## src/rtl/dm_arbiter_if.sv

```systemverilog
// Bus bundle between the M stage, the external loader/debug port and the data memory.
// The slave modport is the arbiter's view; master is the surrounding environment.
interface dm_arbiter_if;
  logic        cpu_req;
  logic        cpu_we;
  logic [31:0] cpu_addr;
  logic [31:0] cpu_wd;
  logic [31:0] cpu_rd;
  logic        cpu_stall;

  logic        ext_req;
  logic        ext_we;
  logic [31:0] ext_addr;
  logic [31:0] ext_wd;
  logic        ext_gnt;
  logic        ext_rvalid;
  logic [31:0] ext_rdata;

  logic        dm_we;
  logic [31:0] dm_addr;
  logic [31:0] dm_wd;
  logic [31:0] dm_rd;

  logic [1:0]  owner;
  logic [15:0] conflict_cnt;

  modport slave (
    input  cpu_req, cpu_we, cpu_addr, cpu_wd,
    input  ext_req, ext_we, ext_addr, ext_wd,
    input  dm_rd,
    output cpu_rd, cpu_stall,
    output ext_gnt, ext_rvalid, ext_rdata,
    output dm_we, dm_addr, dm_wd,
    output owner, conflict_cnt
  );

  modport master (
    output cpu_req, cpu_we, cpu_addr, cpu_wd,
    output ext_req, ext_we, ext_addr, ext_wd,
    output dm_rd,
    input  cpu_rd, cpu_stall,
    input  ext_gnt, ext_rvalid, ext_rdata,
    input  dm_we, dm_addr, dm_wd,
    input  owner, conflict_cnt
  );
endinterface

```

## src/rtl/dm_arbiter.sv

```systemverilog
// Single-port data-memory arbiter: the CPU M stage wins by default, and the external
// port is forced one grant after STARVE_MAX consecutive ungranted request cycles.
module dm_arbiter #(
  parameter int STARVE_MAX = 4
) (
  input logic         clk,
  input logic         reset,
  dm_arbiter_if.slave bus
);

  localparam logic [1:0]  OWN_IDLE   = 2'b00;
  localparam logic [1:0]  OWN_CPU    = 2'b01;
  localparam logic [1:0]  OWN_EXT    = 2'b10;
  localparam logic [3:0]  STARVE_LIM = 4'(STARVE_MAX);
  localparam logic [15:0] CNT_SAT    = 16'hFFFF;

  logic [3:0]  starve_cnt;
  logic [3:0]  starve_next;
  logic        cpu_gnt;
  logic        ext_gnt_c;
  logic [1:0]  owner_next;
  logic        rvalid_next;
  logic [31:0] rdata_next;
  logic [15:0] conflict_next;

  // Grant decision; reset suppresses every grant so nothing reaches the memory
  always_comb begin
    cpu_gnt   = 1'b0;
    ext_gnt_c = 1'b0;
    if (reset) begin
      cpu_gnt   = 1'b0;
      ext_gnt_c = 1'b0;
    end else if (bus.ext_req && (!bus.cpu_req || (starve_cnt == STARVE_LIM))) begin
      ext_gnt_c = 1'b1;
    end else if (bus.cpu_req) begin
      cpu_gnt = 1'b1;
    end else begin
      cpu_gnt   = 1'b0;
      ext_gnt_c = 1'b0;
    end
  end

  // Owner mux towards the memory plus the combinational handshake outputs
  always_comb begin
    bus.ext_gnt   = ext_gnt_c;
    bus.cpu_stall = bus.cpu_req && !cpu_gnt && !reset;
    bus.cpu_rd    = bus.dm_rd;
    bus.dm_we     = 1'b0;
    bus.dm_addr   = bus.cpu_addr;
    bus.dm_wd     = bus.cpu_wd;
    if (ext_gnt_c) begin
      bus.dm_we   = bus.ext_we;
      bus.dm_addr = bus.ext_addr;
      bus.dm_wd   = bus.ext_wd;
    end else if (cpu_gnt) begin
      bus.dm_we   = bus.cpu_we;
      bus.dm_addr = bus.cpu_addr;
      bus.dm_wd   = bus.cpu_wd;
    end else begin
      bus.dm_we   = 1'b0;
      bus.dm_addr = bus.cpu_addr;
      bus.dm_wd   = bus.cpu_wd;
    end
  end

  // Next values for the starvation counter, owner, ext read-back and stall counter
  always_comb begin
    starve_next   = 4'd0;
    owner_next    = OWN_IDLE;
    rvalid_next   = ext_gnt_c && !bus.ext_we;
    rdata_next    = bus.ext_rdata;
    conflict_next = bus.conflict_cnt;

    if (bus.ext_req && !ext_gnt_c) begin
      if (starve_cnt >= STARVE_LIM) begin
        starve_next = STARVE_LIM;
      end else begin
        starve_next = starve_cnt + 4'd1;
      end
    end else begin
      starve_next = 4'd0;
    end

    case ({ext_gnt_c, cpu_gnt})
      2'b10:   owner_next = OWN_EXT;
      2'b01:   owner_next = OWN_CPU;
      default: owner_next = OWN_IDLE;
    endcase

    if (rvalid_next) begin
      rdata_next = bus.dm_rd;
    end else begin
      rdata_next = bus.ext_rdata;
    end

    // Assigned every cycle so the counter always reflects its own current value
    if (bus.cpu_stall && (bus.conflict_cnt != CNT_SAT)) begin
      conflict_next = bus.conflict_cnt + 16'd1;
    end else begin
      conflict_next = bus.conflict_cnt;
    end
  end

  // State and registered outputs
  always_ff @(posedge clk) begin
    if (reset) begin
      starve_cnt       <= 4'd0;
      bus.owner        <= OWN_IDLE;
      bus.ext_rvalid   <= 1'b0;
      bus.ext_rdata    <= 32'd0;
      bus.conflict_cnt <= 16'd0;
    end else begin
      starve_cnt       <= starve_next;
      bus.owner        <= owner_next;
      bus.ext_rvalid   <= rvalid_next;
      bus.ext_rdata    <= rdata_next;
      bus.conflict_cnt <= conflict_next;
    end
  end

endmodule
```

## src/flat_wrapper.sv

```systemverilog
// flat-port wrapper written by rule: the top's interface ports become plain ports
module dm_arbiter_flat 
#(
  parameter int STARVE_MAX = 4
)
  (clk, reset, bus_cpu_req, bus_cpu_we, bus_cpu_addr, bus_cpu_wd, bus_ext_req, bus_ext_we, bus_ext_addr, bus_ext_wd, bus_dm_rd, bus_cpu_rd, bus_cpu_stall, bus_ext_gnt, bus_ext_rvalid, bus_ext_rdata, bus_dm_we, bus_dm_addr, bus_dm_wd, bus_owner, bus_conflict_cnt);
  dm_arbiter_if bus_i ();
  input logic clk;
  input logic reset;
  input wire logic [$bits(bus_i.cpu_req)-1:0] bus_cpu_req;
  input wire logic [$bits(bus_i.cpu_we)-1:0] bus_cpu_we;
  input wire logic [$bits(bus_i.cpu_addr)-1:0] bus_cpu_addr;
  input wire logic [$bits(bus_i.cpu_wd)-1:0] bus_cpu_wd;
  input wire logic [$bits(bus_i.ext_req)-1:0] bus_ext_req;
  input wire logic [$bits(bus_i.ext_we)-1:0] bus_ext_we;
  input wire logic [$bits(bus_i.ext_addr)-1:0] bus_ext_addr;
  input wire logic [$bits(bus_i.ext_wd)-1:0] bus_ext_wd;
  input wire logic [$bits(bus_i.dm_rd)-1:0] bus_dm_rd;
  output wire logic [$bits(bus_i.cpu_rd)-1:0] bus_cpu_rd;
  output wire logic [$bits(bus_i.cpu_stall)-1:0] bus_cpu_stall;
  output wire logic [$bits(bus_i.ext_gnt)-1:0] bus_ext_gnt;
  output wire logic [$bits(bus_i.ext_rvalid)-1:0] bus_ext_rvalid;
  output wire logic [$bits(bus_i.ext_rdata)-1:0] bus_ext_rdata;
  output wire logic [$bits(bus_i.dm_we)-1:0] bus_dm_we;
  output wire logic [$bits(bus_i.dm_addr)-1:0] bus_dm_addr;
  output wire logic [$bits(bus_i.dm_wd)-1:0] bus_dm_wd;
  output wire logic [$bits(bus_i.owner)-1:0] bus_owner;
  output wire logic [$bits(bus_i.conflict_cnt)-1:0] bus_conflict_cnt;
  assign bus_i.cpu_req = bus_cpu_req;
  assign bus_i.cpu_we = bus_cpu_we;
  assign bus_i.cpu_addr = bus_cpu_addr;
  assign bus_i.cpu_wd = bus_cpu_wd;
  assign bus_i.ext_req = bus_ext_req;
  assign bus_i.ext_we = bus_ext_we;
  assign bus_i.ext_addr = bus_ext_addr;
  assign bus_i.ext_wd = bus_ext_wd;
  assign bus_i.dm_rd = bus_dm_rd;
  assign bus_cpu_rd = bus_i.cpu_rd;
  assign bus_cpu_stall = bus_i.cpu_stall;
  assign bus_ext_gnt = bus_i.ext_gnt;
  assign bus_ext_rvalid = bus_i.ext_rvalid;
  assign bus_ext_rdata = bus_i.ext_rdata;
  assign bus_dm_we = bus_i.dm_we;
  assign bus_dm_addr = bus_i.dm_addr;
  assign bus_dm_wd = bus_i.dm_wd;
  assign bus_owner = bus_i.owner;
  assign bus_conflict_cnt = bus_i.conflict_cnt;
  dm_arbiter #(.STARVE_MAX(STARVE_MAX)) u_core (.clk(clk), .reset(reset), .bus(bus_i));
endmodule
```

## config.mk

```make
export PLATFORM = sky130hd
export DESIGN_NAME = dm_arbiter_flat
export DESIGN_NICKNAME = d
export VERILOG_FILES = /design/src/rtl/dm_arbiter_if.sv /design/src/rtl/dm_arbiter.sv /design/src/flat_wrapper.sv
export SDC_FILE = /design/constraint.sdc
export NUM_CORES = 1
export LEC_CHECK = 0
export CORE_ASPECT_RATIO = 0.5
export CORE_MARGIN = 2
export CORE_UTILIZATION = 28
export CTS_CLUSTER_DIAMETER = 60
export CTS_CLUSTER_SIZE = 25
export DETAILED_ROUTE_END_ITERATION = 8
export MAX_ROUTING_LAYER = met4
export PLACE_DENSITY = 0.88
export SETUP_SLACK_MARGIN = 0.2
export SYNTH_ARGS = -nofsm -noshare
export SYNTH_HDL_FRONTEND = slang
export SYNTH_SLANG_ARGS = --single-unit
```

## constraint.sdc

```tcl
create_clock -name clk -period 2 [get_ports clk]
set_input_delay 0.3 -clock clk [delete_from_list [all_inputs] [get_ports clk]]
set_output_delay 0.3 -clock clk [all_outputs]
set_load 0.01 [all_outputs]
```

==> impl_summary.txt, run 1 <==
----------------------------------------------------
[Drt]
  Final antenna-violating net count ... 0
  Vias per cell ... 4.76
  Routed length per instance ... 20.7 um
  Total wire length after detailed routing ... 17300 um
  DRC errors left ... 0
  Number of design-rule violations left by the first detailed-router iteration ... 236
  DRT Pass-1 Iters ... 4
  Vias post-DR ... 3985

[Layout]
  Post-route non-filler standard cell count ... 838
  Fraction of layout instances using a drive strength above 1 ... 37.2%
  # nets final ... 838
  Post-layout utilization of the core ... 64.5%
  Filler Cell Count ... 902
  Synth-to-Final Area Change ... 126%
  Final design area excluding fillers ... 7600 um2

[Power]
  Total Power Consumption ... 3140 uW
  Leak pwr ... 0.00304 uW
  VDD IR max ... 0.515 mV
  Areal power density over the cells ... 414 nW/um2

[Logic synthesis]
  Synth top area share ... 32.8%
  Number of synthesized flops with an enable pin ... 0
  Synth warnings ... 0
  Leading cell types by count after synthesis ... mux2_1 (73), dfxtp_1 (55), nor2b_1 (34)
  Most repeated cell in the gate-level netlist after synthesis ... mux2_1
  Proportion of register bits with asynchronous set or reset after synthesis ... 0%
  Mapped Nets ... 504
  Average cell area after synthesis ... 10.0 um2
  Number of flip-flops and latches in the synthesized netlist ... 55
  Unique masters post-synth ... 38
  Synth Instances ... 335
  Post-synth design cell area ... 3360 um2
  Top area cells in the synthesized netlist ... dfxtp_1 (33%), mux2_1 (24%), mux2_2 (8.0%), buf_4 (7.2%), nor2b_1 (6.3%)
  Most area-hungry cell type in the Yosys netlist ... dfxtp_1
  Sequential-to-total area share from yosys stat ... 32.8%
  Predominant post-synthesis flop cell ... dfxtp_1

[Place]
  PortBufs ... 315
  Dpl cells ... 799
  HPWL after detailed placement ... 12500 um
  Cell area reported after detailed placement ... 6720 um2
  Final weighted congestion in routability-driven placement ... 0.952

[Flow run]
  Max-capacitance violation count ... 0

[Timing]
  Post-route worst hold slack ... 0.493 ns
  Worst setup slack after layout ... -0.384 ns
  Max transition margin ... 63.9%
  Clock period minus final worst setup slack ... 2.38 ns
  Final Max Slew Viols ... 0
  Transition time of the tightest slew-check pin ... 0.537 ns
  Post-route clock skew ... 0.0102 ns
  RSZ-0062 raised after global routing ... yes
  Fmax ... 419 MHz
  Tcrit/Tclk final ... 119%
  Final-report setup violation count ... 98
  Total count of hold-check failures in the final report ... 0

[Clock tree]
  Count of H-tree levels built during CTS ... 2
  Clock transition time at the flip-flop clock pins of the worst setup and hold paths ... 0.08 ns
  Clock latency at the later pin of the worst-skew pair ... 0.30 ns
  Clk Tree Root Cell ... clkbuf_16
  Clock tree from TritonCTS ... built
  Number of clock sinks ... 55
  Maximum number of buffers from clock root to sink ... 2
  Number of buffers added by the clock tree synthesis step ... 5

[Die]
  I/O pin count ... 316
  Row Count ... 28
  Full die area ... 12900 um2
  Core Area ... 11800 um2
  Vertical die dimension ... 81.5 um
  Starting density of the core ... 28.5%
  Horizontal die dimension ... 159 um

[Global routing]
  Number of global-route vias before repair ... 3914
  Total congestion overflow ... 0
  Pin count of the biggest net entering global routing ... 28
  Tot GR Track Use ... 23.7%
  Antenna violations before repair ... 3
  Global-route wire length before repair ... 23000 um

[Worst setup path]
  Endpoint of the worst register-to-register path ... u_core.bus.ext_rdata[16]
  Critical Path Start ... u_core.starve_cnt[0]
  Ordered cell list for the critical path ... inv_2, ha_4, nand3b_1, a21oi_4, buf_12, buf_6, mux2_2, dlygate4sd2_1
  Internal reg-to-reg setup slack ... -0.31 ns
  Category of the worst setup path launch point ... flip-flop
  Cell family contributing the most delay on the critical path ... buffers and inverters
  R2r startpoint ... u_core.starve_cnt[0]
  CP Buf/Inv Count ... 4
  Cell depth of the worst flop-to-flop path ... 14
  Slowest Stage Delay on Critical Path ... 0.33 ns
  Crit Path Class ... reg -> out
  Worst Path Required ... 1.70 ns
  Kind of end point of the critical path ... output port
  Highest-delay cell along the critical path ... dfxtp_2
  CP Max Fanout ... 9
  Crit path DAT ... 2.08 ns

[Hold path]
  Hold path cells ... 2
  Destination of the worst hold path ... u_core.bus.conflict_cnt[14]
  Worst hold-check path type ... reg -> reg
  Hold Path Origin ... u_core.bus.conflict_cnt[14]

[Status]
  Status ... complete, but fails checks
  Violations in the final reports ... negative setup slack

----------------------------------------------------
## cell usage in the layout (no fill, tap or decap), drive strengths merged, types with 3 or more instances in the layout
master and count:
nor4 5, clkdlybuf4s50 245, or4 9, mux2 97, clkbuf 26, o21ai 4, buf 99, nand4 5
ha 3, nand3 6, nand2 8, dlygate4sd2 10, clkdlybuf4s15 4, o31ai 6, inv 7, nor2b 34
o41ai 4, dfxtp 55, diode 3, o311ai 3, or3 4, a21oi 15
## worst max path at each step
stage               slack (ns)  depth (start not counted)               to
global route             -0.47                          8  bus_dm_addr[12]
CTS                      -0.41                          9  bus_dm_addr[30]
global placement         -0.60                          7   bus_dm_addr[9]
finish                   -0.38                          8     bus_dm_wd[1]
floorplan                 0.20                          7  bus_dm_addr[14]
detailed placement       -0.64                          7    bus_dm_wd[24]
## repair_timing
| item | 4_1_cts | 5_1_grt |
|---|---|---|
| resized for setup | 251 | 137 |
| hold buffers | 0 | 0 |
| pin swaps | 12 | 8 |
| setup endpoints to repair | 111 | 111 |
| gates cloned | 4 | 2 |
| setup buffers | 13 | 9 |
## tightest hold or removal path: cells and delay by family (launching register included)
kind / cells / cell delay, ns
flops: 1 / 0.34
compound gates: 2 / 0.10
## metal layers
metal / part of all wire, % / vias to the layer above / global-route usage [%]
met5: 0 / - / -
met4: 2.2 / 0 / 7.27
met3: 7.0 / 28 / 6.62
met2: 50 / 189 / 39.7
met1: 40 / 1906 / 28.3
li1: - / 1862 / -
## cell families after synthesis
family                     count (synthesis)  share of synthesized area [%]
muxes                                     97                           32.5
and+or+nand+nor                           86                           16.4
DFF                                       55                           32.8
buffers and inverters                     58                           10.4
other                                      1                          0.112
adders and majority gates                  3                           1.12
AOI/OAI and AO/OA                         35                           6.74
## metrics by stage
stage                     TNS (ns)  setup slack, ns
after floorplan                  0            0.197
after global placement      -46.13           -0.600
after detailed placement    -49.28           -0.640
after CTS                   -26.73           -0.409
after global routing        -34.53           -0.475
final                       -26.93           -0.384
## power breakdown
part	leakage (uW)	total (uW)	switching [uW]	internal [uW]
clock	0.0000669	883	419	464
combinational	0.00252	1120	380	741
sequential	0.000452	1140	14.6	1120
## cell type report
| type | count | area [um2] | share of cell area (%) |
|---|---|---|---|
| Inverter | 7 | 26.3 | 0.346 |
| Tap cell | 165 | 206 | 2.72 |
| Clock buffer | 6 | 129 | 1.70 |
| Clock inverter | 2 | 12.5 | 0.165 |
| Antenna cell | 3 | 7.51 | 0.0988 |
| Sequential cell | 55 | 1120 | 14.7 |
| Timing Repair Buffer | 378 | 3810 | 50.1 |
| Multi-Input combinational cell | 222 | 2290 | 30.1 |
## flip-flops by register name, indices dropped and copies added, names as in the netlist
| register | cells |
|---|---|
| u_core.bus.ext_rdata | 32 |
| u_core.bus.owner | 2 |
| u_core.bus.conflict_cnt | 16 |
| u_core.bus.ext_rvalid | 1 |
| u_core.starve_cnt | 4 |
No activity file was read; power rests on OpenSTA's default activity.
==> inputs of run 2 (changes only) <==
CORE_AREA = 2 2 123 125   (was not set)
CORE_ASPECT_RATIO = not set   (was 0.5)
CORE_MARGIN = not set   (was 2)
CORE_UTILIZATION = not set   (was 28)
DIE_AREA = 0 0 125 127   (was not set)
PLACE_DENSITY = 0.77   (was 0.88)
==> impl_summary.txt, run 2 (synthesis gave the netlist of run 1 again) <==
----------------------------------------------------
[Layout]
  Synth-to-Final Area Change ... 133% (was 126%)
  # nets final ... 835 (was 838)
  Count of inserted antenna diode cells ... 0 (was 3)
  Largest register by flop count ... u_core.bus.ext_rdata (unchanged)
  Multi-input gate area in the final layout ... 2460 um2 (was 2290 um2)
  Area used by sequential logic in the layout ... 1120 um2 (about the same)
  Most common cell after layout, fill and taps aside ... clkdlybuf4s50_1 (unchanged)
  Top library cells by usage in the layout, fill and taps aside ... clkdlybuf4s50_1 (246), mux2_4 (82), buf_6 (61) (was clkdlybuf4s50_1 (245), mux2_4 (62), buf_6 (49))
  Filler Cell Count ... 1199 (was 902)
  Max reg flops ... 32 (unchanged)
  Fraction of layout instances using a drive strength above 1 ... 41.1% (was 37.2%)
  Registers with the most flip-flops ... u_core.bus.ext_rdata: 32 flops, u_core.bus.conflict_cnt: 16 flops, u_core.starve_cnt: 4 flops (unchanged)
  Post-layout utilization of the core ... 54.4% (was 64.5%)

[Power]
  Areal power density over the cells ... 413 nW/um2 (was 414 nW/um2)
  Total Power Consumption ... 3240 uW (was 3140 uW)
  Leak pwr ... 0.00314 uW (was 0.00304 uW)
  VDD IR max ... 0.506 mV (was 0.515 mV)

[Timing]
  Max transition margin ... 48.7% (was 63.9%)
  Tcrit/Tclk final ... 120% (was 119%)
  Post-route worst hold slack ... 0.334 ns (was 0.493 ns)
  Worst setup slack after layout ... -0.398 ns (was -0.384 ns)
  Total count of hold-check failures in the final report ... 0 (unchanged)
  RSZ-0062 raised after global routing ... yes (unchanged)
  Transition time of the tightest slew-check pin ... 0.763 ns (was 0.537 ns)
  Final Max Slew Viols ... 0 (unchanged)
  Final-report setup violation count ... 106 (was 98)
  Fmax ... 417 MHz (was 419 MHz)
  Post-route clock skew ... 0.00475 ns (was 0.0102 ns)
  Clock period minus final worst setup slack ... 2.40 ns (was 2.38 ns)

[Flow run]
  Max-capacitance violation count ... 0 (unchanged)

[Place]
  Pre-CTS setup slack ... -0.580 ns (was -0.640 ns)
  PortBufs ... 315 (unchanged)
  Final weighted congestion in routability-driven placement ... 0.837 (was 0.952)
  HPWL after detailed placement ... 11400 um (was 12500 um)

[Clock tree]
  Count of H-tree levels built during CTS ... 2 (unchanged)
  Number of buffers added by the clock tree synthesis step ... 5 (unchanged)
  Maximum number of buffers from clock root to sink ... 2 (unchanged)
  Clock transition time at the flip-flop clock pins of the worst setup and hold paths ... 0.08 ns (about the same)
  Clock latency at the later pin of the worst-skew pair ... 0.30 ns (about the same)
  Number of clock sinks ... 55 (unchanged)
  Clock tree from TritonCTS ... built (unchanged)
  Hold bufs inserted after CTS ... 0 (unchanged)
  Clk Tree Root Cell ... clkbuf_16 (unchanged)

[Global routing]
  Pin count of the biggest net entering global routing ... 48 (was 28)
  Number of global-route vias before repair ... 4264 (was 3914)
  Total congestion overflow ... 0 (unchanged)
  Antenna violations before repair ... 0 (was 3)
  Tot GR Track Use ... 18.9% (was 23.7%)
  Global-route wire length before repair ... 23000 um (about the same)

[Die]
  Core Area ... 14400 um2 (was 11800 um2)
  Vertical die dimension ... 127 um (was 81.5 um)
  Horizontal die dimension ... 125 um (was 159 um)
  Row Count ... 44 (was 28)
  Starting density of the core ... 23.3% (was 28.5%)
  Full die area ... 15900 um2 (was 12900 um2)
  I/O pin count ... 316 (unchanged)

[Drt]
  Number of design-rule violations left by the first detailed-router iteration ... 94 (was 236)
  Vias post-DR ... 4008 (was 3985)
  DRC errors left ... 0 (unchanged)
  DRT Pass-1 Iters ... 4 (unchanged)
  Routed length per instance ... 19.7 um (was 20.7 um)
  Final antenna-violating net count ... 0 (unchanged)
  Vias per cell ... 4.71 (was 4.76)
  Total wire length after detailed routing ... 16800 um (was 17300 um)

[Status]
  Status ... complete, but fails checks (unchanged)
  Violations in the final reports ... negative setup slack (unchanged)

[Worst setup path]
  Crit Path Class ... reg -> out (unchanged)
  Kind of end point of the critical path ... output port (unchanged)
  Worst Path Required ... 1.70 ns (about the same)
  CP Max Fanout ... 13 (was 9)
  Crit path DAT ... 2.10 ns (was 2.08 ns)
  Category of the worst setup path launch point ... flip-flop (unchanged)

[Hold path]
  Worst hold-check path type ... in -> reg (was reg -> reg)

----------------------------------------------------
## run 2: routing by layer
metal,global-route usage (%),routed length [um],vias to the layer above
met4,5.10,465,0
met1,20.3,6220,1906
met2,34.5,8940,223
met5,-,0,-
li1,-,-,1843
met3,4.77,1160,36
## run 2: final cells by class
| type | instances | share of cell area, % |
|---|---|---|
| multi-input cells | 222 | 31.4 |
| well taps | 184 | 2.94 |
| inverters | 7 | 0.367 |
| repair buffers | 375 | 49.0 |
| clock buffers | 6 | 1.77 |
| flip-flops and latches | 55 | 14.3 |
| clock inverters | 2 | 0.207 |
## run 2: timing repair
action	in CTS	in global routing
hold endpoints to repair	0	0
pin swaps	19	17
setup endpoints to repair	109	115
gates cloned	6	0
buffers inserted	17	15
resized for setup	286	186
## run 2: final timing paths
| kind | startpoint | end | slack [ns] | cells past startpoint |
|---|---|---|---|---|
| worst min register to register | u_core.bus.conflict_cnt[8] | u_core.bus.conflict_cnt[8] | 0.50 | 2 |
| worst min-delay path | reset | u_core.bus.conflict_cnt[2] | 0.33 | 2 |
| worst max-delay path | u_core.starve_cnt[1] | bus_dm_addr[5] | -0.40 | 9 |
| worst max register to register | u_core.starve_cnt[1] | u_core.bus.ext_rdata[13] | -0.26 | 12 |
## run 2: stage by stage
step	instances	TNS, ns	area [um2]
6_report	851	-26.55	7840
5_1_grt	851	-34.50	7840
4_1_cts	836	-26.74	7230
3_5_place_dp	805	-45.80	6620
3_3_place_gp	805	-43.96	6620
2_1_floorplan	335	0	3410
## run 2: critical path, stage by stage, from the launching register on
cell      delay, ns
dfxtp_2        0.33
inv_2          0.06
ha_4           0.13
nand3b_1       0.15
a21oi_4        0.21
buf_12         0.16
buf_16         0.17
buf_4          0.15
mux2_4         0.30
buf_6          0.12
## run 2: power by group
part | leakage, uW | internal [uW] | total, uW | switching, uW
logic | 0.00261 | 782 | 1170 | 387
clock network | 0.0000731 | 502 | 939 | 436
registers | 0.000453 | 1120 | 1130 | 13.4
==> inputs of run 3 (changes only) <==
RECOVER_POWER = 25   (was not set)
==> impl_summary.txt, run 3 (synthesis gave the netlist of run 1 again) <==
----------------------------------------------------
[Status]
  Status ... complete, but fails checks (unchanged)
  Violations in the final reports ... negative setup slack (unchanged)

[Hold path]
  Destination of the worst hold path ... u_core.bus.conflict_cnt[2] (unchanged)
  Worst hold-check path type ... in -> reg (unchanged)
  Hold Path Origin ... reset (unchanged)
  Hold path cells ... 2 (unchanged)

[Worst setup path]
  Ordered cell list for the critical path ... inv_2, ha_4, nand3b_1, a21oi_4, buf_12, buf_16, buf_4, mux2_4, buf_6 (unchanged)
  Worst Path Required ... 1.70 ns (about the same)
  Slowest Stage Delay on Critical Path ... 0.33 ns (about the same)
  CP Max Fanout ... 13 (unchanged)
  Kind of end point of the critical path ... output port (unchanged)
  Crit path DAT ... 2.09 ns (was 2.10 ns)
  Endpoint of the worst register-to-register path ... u_core.bus.ext_rdata[30] (was u_core.bus.ext_rdata[13])
  Crit Path Class ... reg -> out (unchanged)
  R2r startpoint ... u_core.starve_cnt[1] (unchanged)
  Cell depth of the worst flop-to-flop path ... 12 (unchanged)
  Highest-delay cell along the critical path ... dfxtp_2 (unchanged)
  Category of the worst setup path launch point ... flip-flop (unchanged)
  Cell family contributing the most delay on the critical path ... buffers and inverters (unchanged)
  CP Buf/Inv Count ... 5 (unchanged)
  Internal reg-to-reg setup slack ... -0.26 ns (about the same)

[Global routing]
  Met1 usage ... 20.3% (unchanged)
  Antenna violations before repair ... 0 (unchanged)
  Number of global-route vias before repair ... 4264 (unchanged)
  Top Usage Layer GRT ... met2 (unchanged)
  Pin count of the biggest net entering global routing ... 48 (unchanged)
  Global-route wire length before repair ... 23000 um (unchanged)
  Tot GR Track Use ... 18.9% (unchanged)
  Met2 GRT Util ... 34.5% (unchanged)
  GR Util met3 ... 4.77% (unchanged)
  Total congestion overflow ... 0 (unchanged)

[Drt]
  Vias post-DR ... 3996 (was 4008)
  Vias per cell ... 4.70 (was 4.71)
  Final antenna-violating net count ... 0 (unchanged)
  Number of design-rule violations left by the first detailed-router iteration ... 98 (was 94)
  DRC errors left ... 0 (unchanged)
  DRT Pass-1 Iters ... 4 (unchanged)
  Total wire length after detailed routing ... 16800 um (about the same)
  Routed length per instance ... 19.7 um (about the same)

[Timing]
  Final-report setup violation count ... 106 (unchanged)
  RSZ-0062 raised after global routing ... yes (unchanged)
  Max transition margin ... 48.8% (was 48.7%)
  Final setup TNS ... -26.14 ns (was -26.55 ns)
  Total count of hold-check failures in the final report ... 0 (unchanged)
  Fmax ... 418 MHz (was 417 MHz)
  Transition time of the tightest slew-check pin ... 0.762 ns (was 0.763 ns)
  Post-route clock skew ... 0.00487 ns (was 0.00475 ns)
  Final Max Slew Viols ... 0 (unchanged)
  Worst setup slack after layout ... -0.392 ns (was -0.398 ns)
  Clock period minus final worst setup slack ... 2.39 ns (was 2.40 ns)
  Tcrit/Tclk final ... 120% (about the same)

[Place]
  Final weighted congestion in routability-driven placement ... 0.837 (unchanged)
  Pre-CTS setup slack ... -0.580 ns (unchanged)
  Dpl cells ... 805 (unchanged)
  PortBufs ... 315 (unchanged)
  HPWL after detailed placement ... 11400 um (unchanged)

[Layout]
  Multi-input gate area in the final layout ... 2460 um2 (unchanged)
  Count of inserted antenna diode cells ... 0 (unchanged)
  Post-layout utilization of the core ... 54.3% (was 54.4%)
  Registers with the most flip-flops ... u_core.bus.ext_rdata: 32 flops, u_core.bus.conflict_cnt: 16 flops, u_core.starve_cnt: 4 flops (unchanged)
  Area used by sequential logic in the layout ... 1120 um2 (unchanged)
  Most common cell after layout, fill and taps aside ... clkdlybuf4s50_1 (unchanged)
  Max reg flops ... 32 (unchanged)
  Fraction of layout instances using a drive strength above 1 ... 40.8% (was 41.1%)
  Post-route non-filler standard cell count ... 851 (unchanged)
  # nets final ... 835 (unchanged)
  Filler Cell Count ... 1203 (was 1199)
  Synth-to-Final Area Change ... 133% (about the same)
  Top library cells by usage in the layout, fill and taps aside ... clkdlybuf4s50_1 (226), mux2_4 (82), buf_6 (61) (was clkdlybuf4s50_1 (246), mux2_4 (82), buf_6 (61))
  Largest register by flop count ... u_core.bus.ext_rdata (unchanged)

[Clock tree]
  Maximum number of buffers from clock root to sink ... 2 (unchanged)
  Number of buffers added by the clock tree synthesis step ... 5 (unchanged)
  Clock latency at the later pin of the worst-skew pair ... 0.30 ns (about the same)
  Clk Tree Root Cell ... clkbuf_16 (unchanged)
  Number of clock sinks ... 55 (unchanged)
  Count of H-tree levels built during CTS ... 2 (unchanged)
  Hold bufs inserted after CTS ... 0 (unchanged)
  Clock tree from TritonCTS ... built (unchanged)
  Clock transition time at the flip-flop clock pins of the worst setup and hold paths ... 0.08 ns (about the same)

[Power]
  Leak pwr ... 0.00319 uW (was 0.00314 uW)
  Total Power Consumption ... 3230 uW (was 3240 uW)
  Areal power density over the cells ... 412 nW/um2 (was 413 nW/um2)
  VDD IR max ... 0.505 mV (was 0.506 mV)

[Die]
  Full die area ... 15900 um2 (unchanged)
  Row Count ... 44 (unchanged)
  Horizontal die dimension ... 125 um (unchanged)
  Starting density of the core ... 23.3% (unchanged)
  Core Area ... 14400 um2 (unchanged)
  Vertical die dimension ... 127 um (unchanged)
  I/O pin count ... 316 (unchanged)

[Flow run]
  Max-capacitance violation count ... 0 (unchanged)

----------------------------------------------------
==> run 3: cell count changes in the layout (fill, tap and decap cells not counted) <==
cell             delta
buf_4               -2
clkbuf_1            +2
clkdlybuf4s50_1    -20
dlygate4sd3_1      +20
==> run 3: repair_timing <==
action | 4_1_cts | 5_1_grt
pin swaps | 19 | 17
cloned | 6 | 0
gates resized for setup | 286 | 186
endpoints found under the setup margin | 109 | 115
setup buffers | 17 | 15
==> run 3: how the worst max path moves through the flow <==
stage,start,end,depth (start not counted)
finish,u_core.starve_cnt[1],bus_dm_addr[5],9
global route,u_core.starve_cnt[1],bus_dm_addr[11],10
CTS,u_core.starve_cnt[0],bus_dm_addr[30],8
detailed placement,bus_ext_req,bus_dm_addr[12],6
global placement,bus_ext_req,bus_dm_wd[25],6
floorplan,u_core.starve_cnt[0],bus_dm_addr[14],7
==> run 3: final cells by class <==
cell class	count	area share, %
flip-flops and latches	55	14.3
clock buffers	6	1.77
repair buffers	375	49.0
well taps	184	2.94
clock inverters	2	0.208
inverters	7	0.367
multi-input cells	222	31.4
==> run 3: report_power, final <==
part | switching, uW | internal (uW)
Sequential | 12.6 | 1120
Combinational | 387 | 774
Clock | 433 | 502
Total | 832 | 2400
==> run 3: through the flow <==
step	hold slack, ns	instance area [um2]
floorplan	0.392	3410
global placement	0.485	6620
detailed placement	0.500	6620
CTS	0.344	7230
global route	0.334	7840
finish	0.334	7840
==> run 3: worst register-to-register path, cell delays in order (launching register included) <==
cell and delay [ns]:
dfxtp_2 0.33, inv_2 0.06, ha_4 0.13, nand3b_1 0.15
a21oi_4 0.21, buf_12 0.16, buf_16 0.15, buf_12 0.11
buf_6 0.09, nor2b_4 0.19, buf_12 0.14, buf_16 0.14
mux2_4 0.30
==> run 3: routing by layer <==
| layer | wire (um) | share of wire (%) |
|---|---|---|
| met1 | 6190 | 37 |
| met2 | 8950 | 53 |
| met3 | 1180 | 7.0 |
| met4 | 445 | 2.7 |
| met5 | 0 | 0 |
